===== config.mk =====
export PLATFORM = sky130hd
export DESIGN_NAME = uart_byte_phy
export DESIGN_NICKNAME = d
export VERILOG_FILES = /design/src/rtl/uart_phy_pkg.sv /design/src/rtl/uart_os_tick.sv /design/src/rtl/uart_byte_phy.sv
export SDC_FILE = /design/constraint.sdc
export NUM_CORES = 1
export LEC_CHECK = 0
export CORE_MARGIN = 5
export CORE_UTILIZATION = 57
export CTS_CLUSTER_SIZE = 40
export DETAILED_ROUTE_END_ITERATION = 10
export PLACE_DENSITY = 0.79
export SKIP_CTS_REPAIR_TIMING = 1
export SLEW_MARGIN = 15
export SYNTH_ARGS = -nofsm -noshare
export SYNTH_HDL_FRONTEND = slang
export SYNTH_SLANG_ARGS = --single-unit

===== constraint.sdc =====
create_clock -name clk -period 2.75 [get_ports clk]
set_clock_uncertainty 0.15 [all_clocks]
set_input_delay 0.55 -clock clk [delete_from_list [all_inputs] [get_ports clk]]
set_output_delay 0.55 -clock clk [all_outputs]
set_load 0.03 [all_outputs]

===== src/rtl/uart_phy_pkg.sv =====
// uart_phy_pkg: shared FSM encodings and baud divider helper for uart_byte_phy.
// Build with UART_PHY_HALF_DUPLEX_EN to enable the TX guard-bit state.
package uart_phy_pkg;

  typedef enum logic [2:0] {
    TX_IDLE,
    TX_START,
    TX_DATA,
    TX_STOP,
    TX_GUARD
  } tx_state_t;

  typedef enum logic [2:0] {
    RX_IDLE,
    RX_START,
    RX_DATA,
    RX_STOP,
    RX_BREAK
  } rx_state_t;

  localparam int DATA_BITS = 8;

  // Rounded clk/(baud*os), never below one cycle per tick.
  function automatic int calc_div(
    input int clk_hz,
    input int baud,
    input int os
  );
    longint den;
    longint q;
    den = longint'(baud) * longint'(os);
    q   = (longint'(clk_hz) + den / 2) / den;
    return (q < 1) ? 1 : int'(q);
  endfunction

endpackage


===== src/rtl/uart_os_tick.sv =====
// uart_os_tick: one-cycle tick every DIV clocks, restarted by a synchronous clear.
// Shared by the TX and RX halves of uart_byte_phy.
module uart_os_tick #(
  parameter int DIV = 39
) (
  input  logic clk,
  input  logic rst,
  input  logic clr,
  output logic tick
);

  localparam int W = (DIV > 1) ? $clog2(DIV) : 1;
  localparam logic [W-1:0] LAST = W'(DIV - 1);

  logic [W-1:0] cnt;

  always_ff @(posedge clk) begin
    if (rst || clr) begin
      cnt <= '0;
    end else if (cnt == LAST) begin
      cnt <= '0;
    end else begin
      cnt <= cnt + 1'b1;
    end
  end

  assign tick = (cnt == LAST);

endmodule


===== src/rtl/uart_byte_phy.sv =====
// uart_byte_phy: 8N1 UART serializer/deserializer for the FC/ESC passthrough link.
// Define UART_PHY_HALF_DUPLEX_EN for single-wire mode (TX guard bit, RX echo mute).
module uart_byte_phy
  import uart_phy_pkg::*;
#(
  parameter int CLK_FREQ_HZ = 72_000_000,
  parameter int BAUD        = 115200,
  parameter int OVERSAMPLE  = 16,
  parameter int SYNC_STAGES = 2
) (
  input  logic       clk,
  input  logic       rst,
  input  logic [7:0] tx_data,
  input  logic       tx_valid,
  output logic       tx_ready,
  output logic [7:0] rx_data,
  output logic       rx_valid,
  output logic       rx_frame_err,
  input  logic       uart_rx_i,
  output logic       uart_tx_o,
  output logic       uart_tx_oe
);

  localparam int DIV = calc_div(CLK_FREQ_HZ, BAUD, OVERSAMPLE);
  localparam int OSW = $clog2(OVERSAMPLE);
  localparam logic [OSW-1:0] OS_LAST = OSW'(OVERSAMPLE - 1);
  localparam logic [OSW-1:0] OS_MID  = OSW'(OVERSAMPLE / 2 - 1);
  localparam logic [2:0] IDX_LAST = 3'(DATA_BITS - 1);

  tx_state_t      tx_state, tx_next;
  logic [OSW-1:0] tx_os, tx_os_next;
  logic [2:0]     tx_idx, tx_idx_next;
  logic [7:0]     tx_byte;
  logic           tx_tick, tx_bit_end, tx_accept, tx_line_next;

  assign tx_ready   = (tx_state == TX_IDLE);
  assign tx_accept  = tx_valid && tx_ready;
  assign tx_bit_end = tx_tick && (tx_os == OS_LAST);

  uart_os_tick #(.DIV(DIV)) u_tx_tick (
    .clk (clk),
    .rst (rst),
    .clr (tx_state == TX_IDLE),
    .tick(tx_tick)
  );

  always_comb begin
    tx_next     = tx_state;
    tx_idx_next = tx_idx;
    tx_os_next  = tx_os;
    if (tx_tick) begin
      tx_os_next = (tx_os == OS_LAST) ? '0 : tx_os + 1'b1;
    end
    unique case (tx_state)
      TX_IDLE: begin
        tx_os_next  = '0;
        tx_idx_next = '0;
        if (tx_valid) tx_next = TX_START;
      end
      TX_START: begin
        if (tx_bit_end) tx_next = TX_DATA;
      end
      TX_DATA: begin
        if (tx_bit_end) begin
          tx_idx_next = tx_idx + 1'b1;
          if (tx_idx == IDX_LAST) tx_next = TX_STOP;
        end
      end
      TX_STOP: begin
`ifdef UART_PHY_HALF_DUPLEX_EN
        if (tx_bit_end) tx_next = TX_GUARD;
`else
        if (tx_bit_end) tx_next = TX_IDLE;
`endif
      end
      TX_GUARD: begin
        if (tx_bit_end) tx_next = TX_IDLE;
      end
      default: tx_next = TX_IDLE;
    endcase
  end

  // The pin is driven from a flop so it never glitches between bits.
  always_comb begin
    tx_line_next = 1'b1;
    unique case (tx_next)
      TX_START: tx_line_next = 1'b0;
      TX_DATA:  tx_line_next = tx_byte[tx_idx_next];
      default:  tx_line_next = 1'b1;
    endcase
  end

  always_ff @(posedge clk) begin
    if (rst) begin
      tx_state  <= TX_IDLE;
      tx_os     <= '0;
      tx_idx    <= '0;
      tx_byte   <= '0;
      uart_tx_o <= 1'b1;
    end else begin
      tx_state  <= tx_next;
      tx_os     <= tx_os_next;
      tx_idx    <= tx_idx_next;
      uart_tx_o <= tx_line_next;
      if (tx_accept) tx_byte <= tx_data;
    end
  end

`ifdef UART_PHY_HALF_DUPLEX_EN
  logic tx_oe;

  always_ff @(posedge clk) begin
    if (rst) tx_oe <= 1'b0;
    else     tx_oe <= (tx_next != TX_IDLE);
  end

  assign uart_tx_oe = tx_oe;
`else
  assign uart_tx_oe = 1'b1;
`endif

  logic [SYNC_STAGES-1:0] rx_sync;
  logic                   rx_s, rx_prev;
  rx_state_t              rx_state, rx_next;
  logic [OSW-1:0]         rx_os, rx_os_next;
  logic [2:0]             rx_idx, rx_idx_next;
  logic [7:0]             rx_shift, rx_shift_next;
  logic [7:0]             rx_data_next;
  logic                   rx_valid_next, rx_err_next;
  logic                   rx_tick, rx_sample;

  assign rx_s      = rx_sync[SYNC_STAGES-1];
  assign rx_sample = rx_tick && (rx_os == OS_LAST);

  uart_os_tick #(.DIV(DIV)) u_rx_tick (
    .clk (clk),
    .rst (rst),
    .clr (rx_state == RX_IDLE),
    .tick(rx_tick)
  );

  // After the start-bit mid sample the count restarts, so every later
  // sample lands one full bit later, i.e. mid-bit.
  always_comb begin
    rx_next       = rx_state;
    rx_os_next    = rx_os;
    rx_idx_next   = rx_idx;
    rx_shift_next = rx_shift;
    rx_data_next  = rx_data;
    rx_valid_next = 1'b0;
    rx_err_next   = 1'b0;
    if (rx_tick) rx_os_next = rx_os + 1'b1;
    unique case (rx_state)
      RX_IDLE: begin
        rx_os_next  = '0;
        rx_idx_next = '0;
        if (rx_prev && !rx_s) rx_next = RX_START;
      end
      RX_START: begin
        if (rx_tick && (rx_os == OS_MID)) begin
          rx_os_next = '0;
          rx_next    = rx_s ? RX_IDLE : RX_DATA;
        end
      end
      RX_DATA: begin
        if (rx_sample) begin
          rx_os_next    = '0;
          rx_shift_next = {rx_s, rx_shift[7:1]};
          rx_idx_next   = rx_idx + 1'b1;
          if (rx_idx == IDX_LAST) rx_next = RX_STOP;
        end
      end
      RX_STOP: begin
        if (rx_sample) begin
          rx_os_next = '0;
          if (rx_s) begin
            rx_data_next  = rx_shift;
            rx_valid_next = 1'b1;
            rx_next       = RX_IDLE;
          end else begin
            rx_err_next = 1'b1;
            rx_next     = RX_BREAK;
          end
        end
      end
      RX_BREAK: begin
        if (rx_s) rx_next = RX_IDLE;
      end
      default: rx_next = RX_IDLE;
    endcase
`ifdef UART_PHY_HALF_DUPLEX_EN
    if (tx_oe) begin
      rx_next       = RX_IDLE;
      rx_data_next  = rx_data;
      rx_valid_next = 1'b0;
      rx_err_next   = 1'b0;
    end
`endif
  end

  always_ff @(posedge clk) begin
    if (rst) begin
      rx_sync      <= '1;
      rx_prev      <= 1'b1;
      rx_state     <= RX_IDLE;
      rx_os        <= '0;
      rx_idx       <= '0;
      rx_shift     <= '0;
      rx_data      <= '0;
      rx_valid     <= 1'b0;
      rx_frame_err <= 1'b0;
    end else begin
      rx_sync      <= (rx_sync << 1) | SYNC_STAGES'(uart_rx_i);
      rx_prev      <= rx_s;
      rx_state     <= rx_next;
      rx_os        <= rx_os_next;
      rx_idx       <= rx_idx_next;
      rx_shift     <= rx_shift_next;
      rx_data      <= rx_data_next;
      rx_valid     <= rx_valid_next;
      rx_frame_err <= rx_err_next;
    end
  end

endmodule

# --- After elaboration in Yosys (flattened, before gate mapping) ---
# Index checks and enable logic that the tools add are counted.
totals:
  regBits: 62
  latchBits: 0
  ram_bits: 0
  romBits: 0
  inputBits: 12
  output_inout_bits: 13
  wordCells: 99
  memories: 0
op_classes:
  n_addsub: 6
  multipliers: 0
  div: 0
  n_lt_le_gt_ge: 1
  eq_ne: 23
  n_shift: 0
  mux: 29
  bitwise_logic: 3
  reduce_logical: 21
op_table:
  columns: ["cell", "n"]
  rows:
  - ["two-way mux 3 bit", 14]
  - ["two-way mux 4 bit", 4]
  - ["== test 3 x 2 -> 1 bit (second input constant)", 5]
  - ["one-hot mux 3 bit (5 select lines)", 1]
  - ["adder 6 x 1 -> 6 bit (second input constant)", 2]
  - ["== test 3 bit (second input constant)", 4]
  - ["== test 6 bit (second input constant)", 2]
  - ["!= test 2 bit (second input constant)", 6]
  - ["one-hot mux 3 bit (2 select lines)", 2]
  - ["one-hot mux 3 bit (4 select lines)", 1]
  - ["one-hot mux 4 bit (3 select lines)", 1]
  - ["OR reduction 2 bit", 5]
  - ["== test 3 x 1 -> 1 bit (second input constant)", 3]
  - ["adder 4 x 1 -> 4 bit (second input constant)", 2]
  - ["== test 4 bit (second input constant)", 2]
  - ["adder 3 x 1 -> 3 bit (second input constant)", 2]
  - ["zero test 3 bit", 2]
  - ["AND reduction 6 bit", 1]
  - ["logical AND 1 bit", 5]
  - ["== test 4 x 3 -> 1 bit (second input constant)", 1]
  - ["< comparator 3 x 4 -> 1 bit (second input constant)", 1]
  - ["AND reduction 2 bit", 2]
  - ["binary-select mux 1 bit (select 3 bit)", 1]
  - ["two-way mux 1 bit", 3]
  - ["other kinds (9)", 11]

# --- Logic depth before layout (Yosys ltp) ---
# Gate-level depths: netlist (run 1).
logic_depth:
  ltp_word: 7
  mapped_depth: 10
  depth_no_buf: 8

# --- Cells and area by module ---
# From an unflattened synthesis (run 1), not the netlist that was laid out.
unflattened:
  hier_cells: 303
  area_unflattened_um2: 2788.9
modules_own_cells:
  columns: ["module", "instances", "cells_per_inst", "area_each_um2", "seq_area_each_um2"]
  rows:
  - ["uart_byte_phy", 1, 247, 2240.9, 1001.0]
  - ["uart_os_tick", 2, 28, 274.0, 120.1]

# --- Least setup slack after synthesis (run 1) ---
# No wires, ideal clock.
synth_timing:
  kind: "reg-to-reg"
  from: "register tx_state[2]"
  to: "register uart_tx_o"
  setup_time_ps: 120
  arrival_time_ps: 1836
  t_required_ps: 2480
  path_slack_ps: 644
  path_stages_with_launch: 9
  n_path_buf: 2
  synth_period_minus_slack_ps: 2106
  path_cell_list: "dfxtp_1 -> buf_6 -> or2_1 -> buf_6 -> or4_4 -> o211a_2 -> nand2_2 -> o21ai_2 -> a211o_1"
synth_between:
  elab_chain_len: 5
  elab_cells_between_ends: 18
  classes_between: "eq/ne (6); mux (10); reduce/logical (2)"
synth_rtl:
  columns: ["element", "line", "text"]
  rows:
  - ["from (decl)", "uart_byte_phy.sv:30", "tx_state_t tx_state, tx_next;"]
  - ["from (signal assigned)", "uart_byte_phy.sv:101", "tx_state <= tx_next;"]
  - ["== test 3 x 2 -> 1 bit, or another cell as far along", "uart_byte_phy.sv:54", "unique case (tx_state)"]
  - ["one-hot mux 3 bit (2 select lines), or another cell as far along", "uart_byte_phy.sv:54", null]
  - ["binary-select mux 1 bit (select 3 bit) or one-hot mux 3 bit (4 select lines) (tied branches)", "uart_byte_phy.sv:88, uart_byte_phy.sv:54", null]
  - ["two-way mux 1 bit (implied by the code), or another cell as far along", "uart_byte_phy.sv:88", "TX_DATA: tx_line_next = tx_byte[tx_idx_next];"]
  - ["one-hot mux 1 bit (2 select lines) (*)", "uart_byte_phy.sv:86", "unique case (tx_next)"]
  - ["to (signal assigned)", "uart_byte_phy.sv:104", "uart_tx_o <= tx_line_next;"]
  - ["to (decl)", "uart_byte_phy.sv:20", "output logic uart_tx_o,"]
# Every way passes the cells marked *; elsewhere a longest branch is shown, timed or not. The select of a mux whose other input is x is not followed.
# A chain may end at the register's enable or synchronous reset.

# --- Worst setup path after layout (run 1) ---
layout_timing:
  from: "register tx_state[0]"
  to: "output tx_ready"
layout_between:
  elab_chain_len: 1
layout_rtl:
  columns: ["element", "line", "text"]
  rows:
  - ["zero test 3 bit", "uart_byte_phy.sv:36", "assign tx_ready = (tx_state == TX_IDLE);"]
  - ["to (decl)", "uart_byte_phy.sv:15", "output logic tx_ready,"]
# Every way passes these cells.

==> results of run 1 <==
-- power breakdown --
part           leakage [nW]  total [W]  switching, W  internal [W]
Combinational         0.645  0.0000871     0.0000494     0.0000377
Sequential            0.502   0.000924     0.0000127      0.000911
Clock                0.0952   0.000777      0.000343      0.000435
-- area by class of cell --
class | instances | area [um^2]
Fill cell | 416 | 1540
Timing Repair Buffer | 25 | 248
Sequential cell | 62 | 1240
Tap cell | 67 | 83.8
Clock inverter | 4 | 47.5
Clock buffer | 11 | 141
Multi-Input combinational cell | 241 | 1470
Inverter | 5 | 18.8
-- registers in the layout (all words and copies together), names as in the netlist, 3 cells and up --
| signal | cells |
|---|---|
| rx_shift | 8 |
| tx_idx | 3 |
| rx_os | 4 |
| rx_data | 8 |
| tx_byte | 8 |
| rx_state | 3 |
| tx_os | 4 |
| u_tx_tick.cnt | 6 |
| tx_state | 3 |
| u_rx_tick.cnt | 6 |
| rx_idx | 3 |
-- routing by layer --
| layer | vias to the layer above | GRT usage | wire, um | share of wire |
|---|---|---|---|---|
| li1 | 1158 | - | - | - |
| met1 | 1064 | 0.229 | 2380 | 0.43 |
| met2 | 57 | 0.329 | 2680 | 0.49 |
| met3 | 17 | 0.0673 | 303 | 0.055 |
| met4 | 0 | 0.0845 | 151 | 0.027 |
| met5 | - | 0 | 0 | 0 |
-- Yosys cell counts, types with 2 or more instances --
cell,n,share of area
sky130_fd_sc_hd__dfxtp_1,62,0.44
sky130_fd_sc_hd__nand2_1,48,0.064
sky130_fd_sc_hd__nor2_1,41,0.054
sky130_fd_sc_hd__a21oi_1,22,0.039
sky130_fd_sc_hd__nand3_1,17,0.030
sky130_fd_sc_hd__clkbuf_1,15,0.020
sky130_fd_sc_hd__mux2i_1,12,0.042
sky130_fd_sc_hd__ha_1,10,0.044
sky130_fd_sc_hd__xor2_1,10,0.031
sky130_fd_sc_hd__nor3_1,8,0.014
sky130_fd_sc_hd__xnor2_1,7,0.022
sky130_fd_sc_hd__inv_1,5,0.0066
sky130_fd_sc_hd__o211ai_1,5,0.013
sky130_fd_sc_hd__nand4_1,4,0.0088
sky130_fd_sc_hd__o21ai_0,4,0.0071
sky130_fd_sc_hd__or2_2,4,0.0088
sky130_fd_sc_hd__a31oi_1,3,0.0066
sky130_fd_sc_hd__and2_1,3,0.0066
sky130_fd_sc_hd__and3_1,3,0.0066
sky130_fd_sc_hd__nand4b_1,3,0.0093
sky130_fd_sc_hd__nor4_1,3,0.0066
sky130_fd_sc_hd__and4_1,2,0.0062
sky130_fd_sc_hd__buf_6,2,0.0079
sky130_fd_sc_hd__nor2b_1,2,0.0044
sky130_fd_sc_hd__or3_1,2,0.0044
-- per-stage QoR --
stage,std cells,area (um^2),setup TNS (ns),total power (W)
after floorplan,328,2840,0,0.00100
after global placement,400,3060,0,0.00103
after detailed placement,400,3060,0,0.00103
after CTS,415,3250,-0.0491,0.00180
after global routing,415,3250,0,0.00186
final,415,3250,0,0.00179
-- cell families (layout without fill, tap and decap cells) --
logic type | after synthesis | after routing | share of synthesized area
compound gates | 48 | 48 | 0.112
xor+xnor | 17 | 17 | 0.0525
fa+ha+maj | 10 | 10 | 0.0441
buf+inv | 25 | 45 | 0.0437
flops | 62 | 62 | 0.438
mux | 12 | 12 | 0.0424
other cells | 1 | 1 | 0.00132
simple gates | 153 | 153 | 0.266
-- final timing paths --
path,start,to,slack (ns)
worst max-delay path,tx_state[0]$_SDFF_PP0_,tx_ready,0.36
worst min-delay path,rx_sync[0]$_SDFF_PP1_,rx_sync[1]$_SDFF_PP1_,0.27
worst max register to register,u_tx_tick.cnt[0]$_SDFF_PP0_,uart_tx_o$_SDFF_PP1_,0.39
worst min register to register,rx_sync[0]$_SDFF_PP1_,rx_sync[1]$_SDFF_PP1_,0.27
==> run summary, run 1 <==
* global-route wire length before repair: 9870 um
* overall fraction of global-route tracks in use: 0.197
* Mapped Cells: 328
* Post-synth EDFFs: 0
* DIE AREA: 6480 um^2
* clock insertion delay at the later pin of the skew report: 0.34 ns
* Worst Reg2Reg Path Length in Cells: 8
* number of logic stages on the critical path including buffering: 3
* total vias in the final route: 2296
* average routed wire per standard cell: 13.3 um
* TritonCTS clock tree: yes
* number of nets in the final layout: 366
* worst relative slew slack: 0.624
* number of clock buffers inserted by TritonCTS: 9
* CP max-delay cell: sky130_fd_sc_hd__dfxtp_1
* buffers added on ports: 23
* vias in the first global route: 2273
* maximum number of pins on one net before global-route repair: 44
* signed area change from the synthesized netlist to the final layout: 14.7%
* WP buf/inv: 1
* number of levels the H-tree was split into: 3
* HPWL after DPL: 3790 um
* standard cell core area: 4790 um^2
* cell class contributing the biggest share of worst-path delay: simple AND/OR/NAND/NOR gates
* Worst Path Class, Setup: reg2out
* maximum fanout along the worst path: 11
* Die Y-Extent: 80.5 um
* run status: completed
* Hold Path Stages: 1
* period utilisation layout: 0.869
* Sink Count: 62
* critical path data required time: 2.05 ns
* overflow left after global routing: 0
* CTS clock-pin slew for the worst setup and hold paths: 0.07 ns
* sequence of cells on the critical path: or2_1, nor2_1, dlymetal6s2s_1
* RePlAce Congestion: 0.914
* P per Cell Area: 550 nW/um^2
* Lkg Pwr: 1.24 nW
* nature of the critical path startpoint: flop
* most common cell after layout, fill and taps aside: sky130_fd_sc_hd__dfxtp_1
* shortest clock period the worst path allows after layout: 2.39 ns
* per-instance average area after synthesis: 8.64 um^2
* row cnt: 25
* number of maximum-capacitance violations: 0
* detailed-route DRC error count: 0
* final hold violation count: 0
* least setup slack across all paths after layout: 0.360 ns
* nets in the synthesized netlist: 350
* Tightest Pin Transition: 0.563 ns
* effective utilization at floorplan: 0.592
* register area share after synthesis: 0.438
* commonest cells after routing, fill and taps aside: sky130_fd_sc_hd__dfxtp_1 (62), sky130_fd_sc_hd__nand2_1 (48), sky130_fd_sc_hd__nor2_1 (41), sky130_fd_sc_hd__a21oi_1 (22), sky130_fd_sc_hd__clkdlybuf4s50_1 (22)
* setup repair after global routing missed its margin: false
* unique cell type count in the Yosys netlist: 56
* diodes inserted: 0
* post-route antenna net violation count: 0
* Top Ports: 25
* critical path arrival: 1.69 ns
* drt first pass iters: 4
* floorplan die width: 80.5 um
* drt initial violations: 112
* routed vias/inst: 5.53
* final core area utilization: 0.679
* class of the most critical hold timing path: reg2reg
* fraction of final layout cells with drive strength greater than 1: 0.0862
* Most used DFF post-synth: sky130_fd_sc_hd__dfxtp_1
* endpoints failing setup: 0
* Syn Std Cell Area: 2840 um^2
* CTS max path bufs: 2
* fin. max-slew vios: 0
* Hold WS: 0.272 ns
* antenna violations before repair: 0
* placement-stage worst setup slack: 0.331 ns
* delay contributed by the slowest stage of the critical path: 0.40 ns
* CTS Root Buffer Type: sky130_fd_sc_hd__clkbuf_8
* Max IR drop VDD: 438 uV
* capturing element type of the critical path: output pin
* drt total wl: 5520 um
* Syn. warnings: 0
* number of flip-flops and latches in the synthesized netlist: 62
* Max Clock Freq: 418 MHz
* share of flip-flops with an asynchronous set or reset after synthesis: 0
Power figures use the tool's default switching activity.
==> inputs of run 2 (changes only) <==
GPL_TIMING_DRIVEN = 1   (was unset)
REMOVE_ABC_BUFFERS = 1   (was unset)
==> run summary, run 2 (synthesized netlist as in run 1, its figures left out) <==
* fraction of final layout cells with drive strength greater than 1: 0.0865, +0.000248
* Die Y-Extent: 80.5 um, unchanged
* number of maximum-capacitance violations: 0, unchanged
* effective utilization at floorplan: 0.592, unchanged
* detailed-route DRC error count: 0, unchanged
* overflow left after global routing: 0, unchanged
* drt first pass iters: 4, unchanged
* CTS Root Buffer Type: sky130_fd_sc_hd__clkbuf_8
* number of levels the H-tree was split into: 3, unchanged
* P per Cell Area: 567 nW/um^2, +3.0%
* critical path arrival: 2.49 ns, +0.80 ns
* buffers added on ports: 23, unchanged
* final hold violation count: 0, unchanged
* fin. max-slew vios: 0, unchanged
* Worst Path Class, Setup: reg2reg
* placed cell count: 399, -0.25%
* final core area utilization: 0.685, +0.00575
* placement-stage worst setup slack: 0.387 ns, +0.0561 ns
* setup slack of the worst register-to-register path: 0.33 ns, -0.06 ns
* number of nets in the final layout: 365, -0.27%
* drt initial violations: 118, +5.4%
* Hold WS: 0.266 ns, -0.00637 ns
* endpoints failing setup: 0, unchanged
* antenna violations before repair: 0, unchanged
* overall fraction of global-route tracks in use: 0.185, -0.0125
* Tightest Pin Transition: 0.540 ns, -0.0224 ns
* average routed wire per standard cell: 12.7 um, -4.2%
* worst relative slew slack: 0.639, +0.0149
* least setup slack across all paths after layout: 0.331 ns, -0.0288 ns
* CTS max path bufs: 2, unchanged
* diodes inserted: 0, unchanged
* drt total wl: 5270 um, -4.4%
* nature of the critical path startpoint: flop
* capturing element type of the critical path: flop
* floorplan die width: 80.5 um, unchanged
* standard cell core area: 4790 um^2, unchanged
* CP max-delay cell: sky130_fd_sc_hd__nor2_2
* largest registers: rx_data (8), rx_shift (8), tx_byte (8)
* signed area change from the synthesized netlist to the final layout: 15.6%
* WP buf/inv: 0, -1
* critical path data required time: 2.82 ns, +0.77 ns
* Top Ports: 25, unchanged
* clock insertion delay at the later pin of the skew report: 0.33 ns, about the same
* maximum number of pins on one net before global-route repair: 44, unchanged
* DRT met1 WL: 2340 um, -1.7%
* Max IR drop VDD: 470 uV, +7.4%
* total vias in the final route: 2256, -1.7%
* global-route wire length before repair: 9250 um, -6.3%
* maximum fanout along the worst path: 10, -1
* post-route antenna net violation count: 0, unchanged
* highest routed layer: met4
* final cell count without fillers: 414, -0.24%
* routed wire length on met3: 261 um, -14%
* sequence of cells on the critical path: ha_1, nand4_2, nor2_2, o21ai_0, a211oi_1, o21ai_2, a211o_1
* TritonCTS clock tree: yes
* row cnt: 25, unchanged
* sum of met2 wire segment lengths after detailed routing: 2600 um, -2.9%
* Sink Count: 62, unchanged
* run status: completed
* RePlAce Congestion: 0.901, -1.4%
* Lkg Pwr: 1.26 nW, +1.0%
* fill cell count: 388, -6.7%
* DIE AREA: 6480 um^2, unchanged
* HPWL after DPL: 3690 um, -2.6%
* commonest cells after routing, fill and taps aside: sky130_fd_sc_hd__dfxtp_1 (62), sky130_fd_sc_hd__nand2_1 (48), sky130_fd_sc_hd__nor2_1 (41), sky130_fd_sc_hd__a21oi_1 (22), sky130_fd_sc_hd__clkdlybuf4s50_1 (22)
* delay contributed by the slowest stage of the critical path: 0.39 ns, about the same
* CTS clock-pin slew for the worst setup and hold paths: 0.07 ns, about the same
* most common cell after layout, fill and taps aside: sky130_fd_sc_hd__dfxtp_1
* shortest clock period the worst path allows after layout: 2.42 ns, +0.0288 ns
* class of the most critical hold timing path: reg2reg
* vias in the first global route: 2068, -9.0%
* routed vias/inst: 5.45, -1.5%
* period utilisation layout: 0.880, +0.0105
* cell class contributing the biggest share of worst-path delay: compound AO/OA/AOI/OAI gates
* Max Clock Freq: 413 MHz, -1.2%
* number of clock buffers inserted by TritonCTS: 9, unchanged
* setup repair after global routing missed its margin: false
-- run 2: report_power, final --
part	switching, W	internal, W	total (W)
clock	0.000340	0.000504	0.000844
sequential	0.0000121	0.000911	0.000923
combinational	0.0000505	0.0000396	0.0000901
total	0.000402	0.00146	0.00186
-- run 2: final timing paths --
check,startpoint,end,cells past startpoint
setup reg to reg,tx_os[0]$_SDFFE_PP0N_,uart_tx_o$_SDFF_PP1_,7
hold / removal,rx_sync[0]$_SDFF_PP1_,rx_sync[1]$_SDFF_PP1_,1
setup / recovery,tx_os[0]$_SDFFE_PP0N_,uart_tx_o$_SDFF_PP1_,7
hold reg to reg,rx_sync[0]$_SDFF_PP1_,rx_sync[1]$_SDFF_PP1_,1
-- run 2: metrics by stage --
stage                     total power, W  cell area, um^2  setup TNS, ns
after global placement           0.00103             3060              0
after floorplan                 0.000988             2730              0
after detailed placement         0.00103             3060              0
final                            0.00186             3280              0
after global routing             0.00194             3280              0
after CTS                        0.00189             3280       -0.00697
-- run 2: layout make-up --
cell class	instances	area [um^2]	area share
Multi-Input combinational cell	241	1470	0.448
Sequential cell	62	1240	0.379
Timing Repair Buffer	24	253	0.0771
Clock buffer	9	124	0.0378
Clock inverter	6	87.6	0.0267
Tap cell	67	83.8	0.0256
Inverter	5	18.8	0.00573
-- run 2: layer usage --
| layer | up-vias | GRT usage |
|---|---|---|
| met4 | 0 | 0.0557 |
| met1 | 1042 | 0.223 |
| met2 | 46 | 0.307 |
| met3 | 8 | 0.0650 |
| met5 | - | 0 |
| li1 | 1160 | - |
==> inputs of run 3 (changes only) <==
GPL_TIMING_DRIVEN = 0   (was 1)
SLEW_MARGIN = 20   (was 15)
==> run summary, run 3 (synthesized netlist as in run 1, its figures left out) <==
* Max Clock Freq: 410 MHz, -0.76%
* antenna violations before repair: 0, unchanged
* final core area utilization: 0.689, +0.00418
* endpoints failing setup: 0, unchanged
* total vias in the final route: 2253, -0.13%
* HPWL after DPL: 3840 um, +4.1%
* Sink Count: 62, unchanged
* setup repair after global routing missed its margin: false
* signed area change from the synthesized netlist to the final layout: 16.3%
* average routed wire per standard cell: 13.0 um, +1.9%
* fraction of final layout cells with drive strength greater than 1: 0.0893, +0.00288
* number of clock buffers inserted by TritonCTS: 9, unchanged
* fill cell count: 386, -0.52%
* Lkg Pwr: 1.26 nW, +0.27%
* final hold violation count: 0, unchanged
* shortest clock period the worst path allows after layout: 2.44 ns, +0.0186 ns
* drt total wl: 5370 um, +1.9%
* worst relative slew slack: 0.516, -0.123
* final cell count without fillers: 414, unchanged
* placed cell count: 398, -0.25%
* Tightest Pin Transition: 0.726 ns, +0.185 ns
* detailed-route DRC error count: 0, unchanged
* number of levels the H-tree was split into: 3, unchanged
* drt initial violations: 131, +11%
* fin. max-slew vios: 0, unchanged
* Die Y-Extent: 80.5 um, unchanged
* summed negative setup slack over all endpoints: 0 ns, unchanged
* class of the most critical hold timing path: reg2reg
* CTS max path bufs: 2, unchanged
* Top Ports: 25, unchanged
* number of nets in the final layout: 364, -0.27%
* global-route wire length before repair: 9400 um, +1.6%
* overall fraction of global-route tracks in use: 0.188, +0.00312
* critical path data required time: 2.83 ns, about the same
* P per Cell Area: 610 nW/um^2, +7.6%
* diodes inserted: 0, unchanged
* net switching share of the total power: 0.205, -0.0114
* drt first pass iters: 4, unchanged
* run status: completed
* standard cell core area: 4790 um^2, unchanged
* post-route antenna net violation count: 0, unchanged
* register area: 1240 um^2, unchanged
* relative contribution of sequential cells to total power: 0.460, -0.037
* period utilisation layout: 0.886, +0.00675
* CTS Root Buffer Type: sky130_fd_sc_hd__clkbuf_8
* nature of the critical path startpoint: flop
* CTS clock-pin slew for the worst setup and hold paths: 0.07 ns, about the same
* power after layout: 0.00201 W, +8.3%
* buffers added on ports: 23, unchanged
* Switch Pwr: 0.000412 W, +2.6%
* RePlAce Congestion: 0.808, -10%
* clock insertion delay at the later pin of the skew report: 0.34 ns, about the same
* Worst Path Class, Setup: reg2reg
* commonest cells after routing, fill and taps aside: sky130_fd_sc_hd__dfxtp_1 (62), sky130_fd_sc_hd__nand2_1 (48), sky130_fd_sc_hd__nor2_1 (41), sky130_fd_sc_hd__a21oi_1 (22), sky130_fd_sc_hd__clkdlybuf4s50_1 (21)
* area of the multi-input gates: 1470 um^2, unchanged
* floorplan die width: 80.5 um, unchanged
* setup slack of the worst register-to-register path: 0.31 ns, -0.02 ns
* overflow left after global routing: 0, unchanged
* effective utilization at floorplan: 0.592, unchanged
* most common cell after layout, fill and taps aside: sky130_fd_sc_hd__dfxtp_1
* maximum number of pins on one net before global-route repair: 45, +2.3%
* DIE AREA: 6480 um^2, unchanged
* maximum fanout along the worst path: 10, unchanged
* portion of total power attributed to combinational logic: 0.041, -0.007
* number of maximum-capacitance violations: 0, unchanged
* row cnt: 25, unchanged
* vias in the first global route: 2217, +7.2%
* Max IR drop VDD: 431 uV, -8.3%
* critical path arrival: 2.51 ns, +0.02 ns
* capturing element type of the critical path: flop
* largest registers: rx_data (8), rx_shift (8), tx_byte (8)
* clock network fraction of design power: 0.499, +0.045
* TritonCTS clock tree: yes
* cell internal power dissipation: 0.00160 W, +9.8%
* routed vias/inst: 5.44, -0.13%
==> run 3: changes by cell type in the layout (fill, tap and decap cells not counted), moves of 2 or more <==
cell	previous run	this run
sky130_fd_sc_hd__clkinvlp_4	0	2
sky130_fd_sc_hd__clkinv_2	2	0
sky130_fd_sc_hd__clkbuf_8	9	11
sky130_fd_sc_hd__clkinv_4	2	0
==> run 3: metal layers <==
layer / GRT usage / wire length [um]
met1: 0.195 / 2280
met2: 0.337 / 2830
met3: 0.0650 / 201
met4: 0.0861 / 58
met5: 0 / 0
==> run 3: worst paths after layout <==
kind / depth (start not counted) / startpoint / endpoint
worst max-delay path: 7 / tx_os[0]$_SDFFE_PP0N_ / uart_tx_o$_SDFF_PP1_
worst min-delay path: 1 / rx_sync[0]$_SDFF_PP1_ / rx_sync[1]$_SDFF_PP1_
worst max register to register: 7 / tx_os[0]$_SDFFE_PP0N_ / uart_tx_o$_SDFF_PP1_
worst min register to register: 1 / rx_sync[0]$_SDFF_PP1_ / rx_sync[1]$_SDFF_PP1_
==> run 3: power by group through the flow <==
| stage | sequential, W | combinational [W] | clock, W |
|---|---|---|---|
| 5_1_grt | 0.000926 | 0.0000940 | 0.00107 |
| 3_5_place_dp | 0.000945 | 0.0000841 | 0 |
| 6_report | 0.000924 | 0.0000833 | 0.00100 |
| 3_3_place_gp | 0.000944 | 0.0000837 | 0 |
| 4_1_cts | 0.000924 | 0.0000848 | 0.00103 |
| 2_1_floorplan | 0.000943 | 0.0000451 | 0 |
==> run 3: worst max-delay path, stage by stage, from the launching register on <==
cell                       delay, ns
sky130_fd_sc_hd__dfxtp_1        0.37
sky130_fd_sc_hd__ha_1           0.23
sky130_fd_sc_hd__nand4_2        0.20
sky130_fd_sc_hd__nor2_2         0.42
sky130_fd_sc_hd__o21ai_0        0.17
sky130_fd_sc_hd__a211oi_1       0.39
sky130_fd_sc_hd__nor3_1         0.12
sky130_fd_sc_hd__a211o_1        0.28
==> run 3: layout make-up <==
class	count	share of cell area
Timing Repair Buffer	23	0.0690
Clock buffer	11	0.0459
Tap cell	67	0.0254
Inverter	5	0.00569
Sequential cell	62	0.376
Multi-Input combinational cell	241	0.446
Clock inverter	5	0.0319
==> run 3: per-stage QoR <==
| step | worst slack, ns | hold slack, ns | area, um^2 |
|---|---|---|---|
| after floorplan | 0.603 | 0.239 | 2730 |
| after global placement | -0.419 | 0.242 | 3040 |
| after detailed placement | 0.282 | 0.257 | 3040 |
| after CTS | -0.0957 | 0.274 | 3300 |
| after global routing | 0.0232 | 0.295 | 3300 |
| final | 0.313 | 0.268 | 3300 |
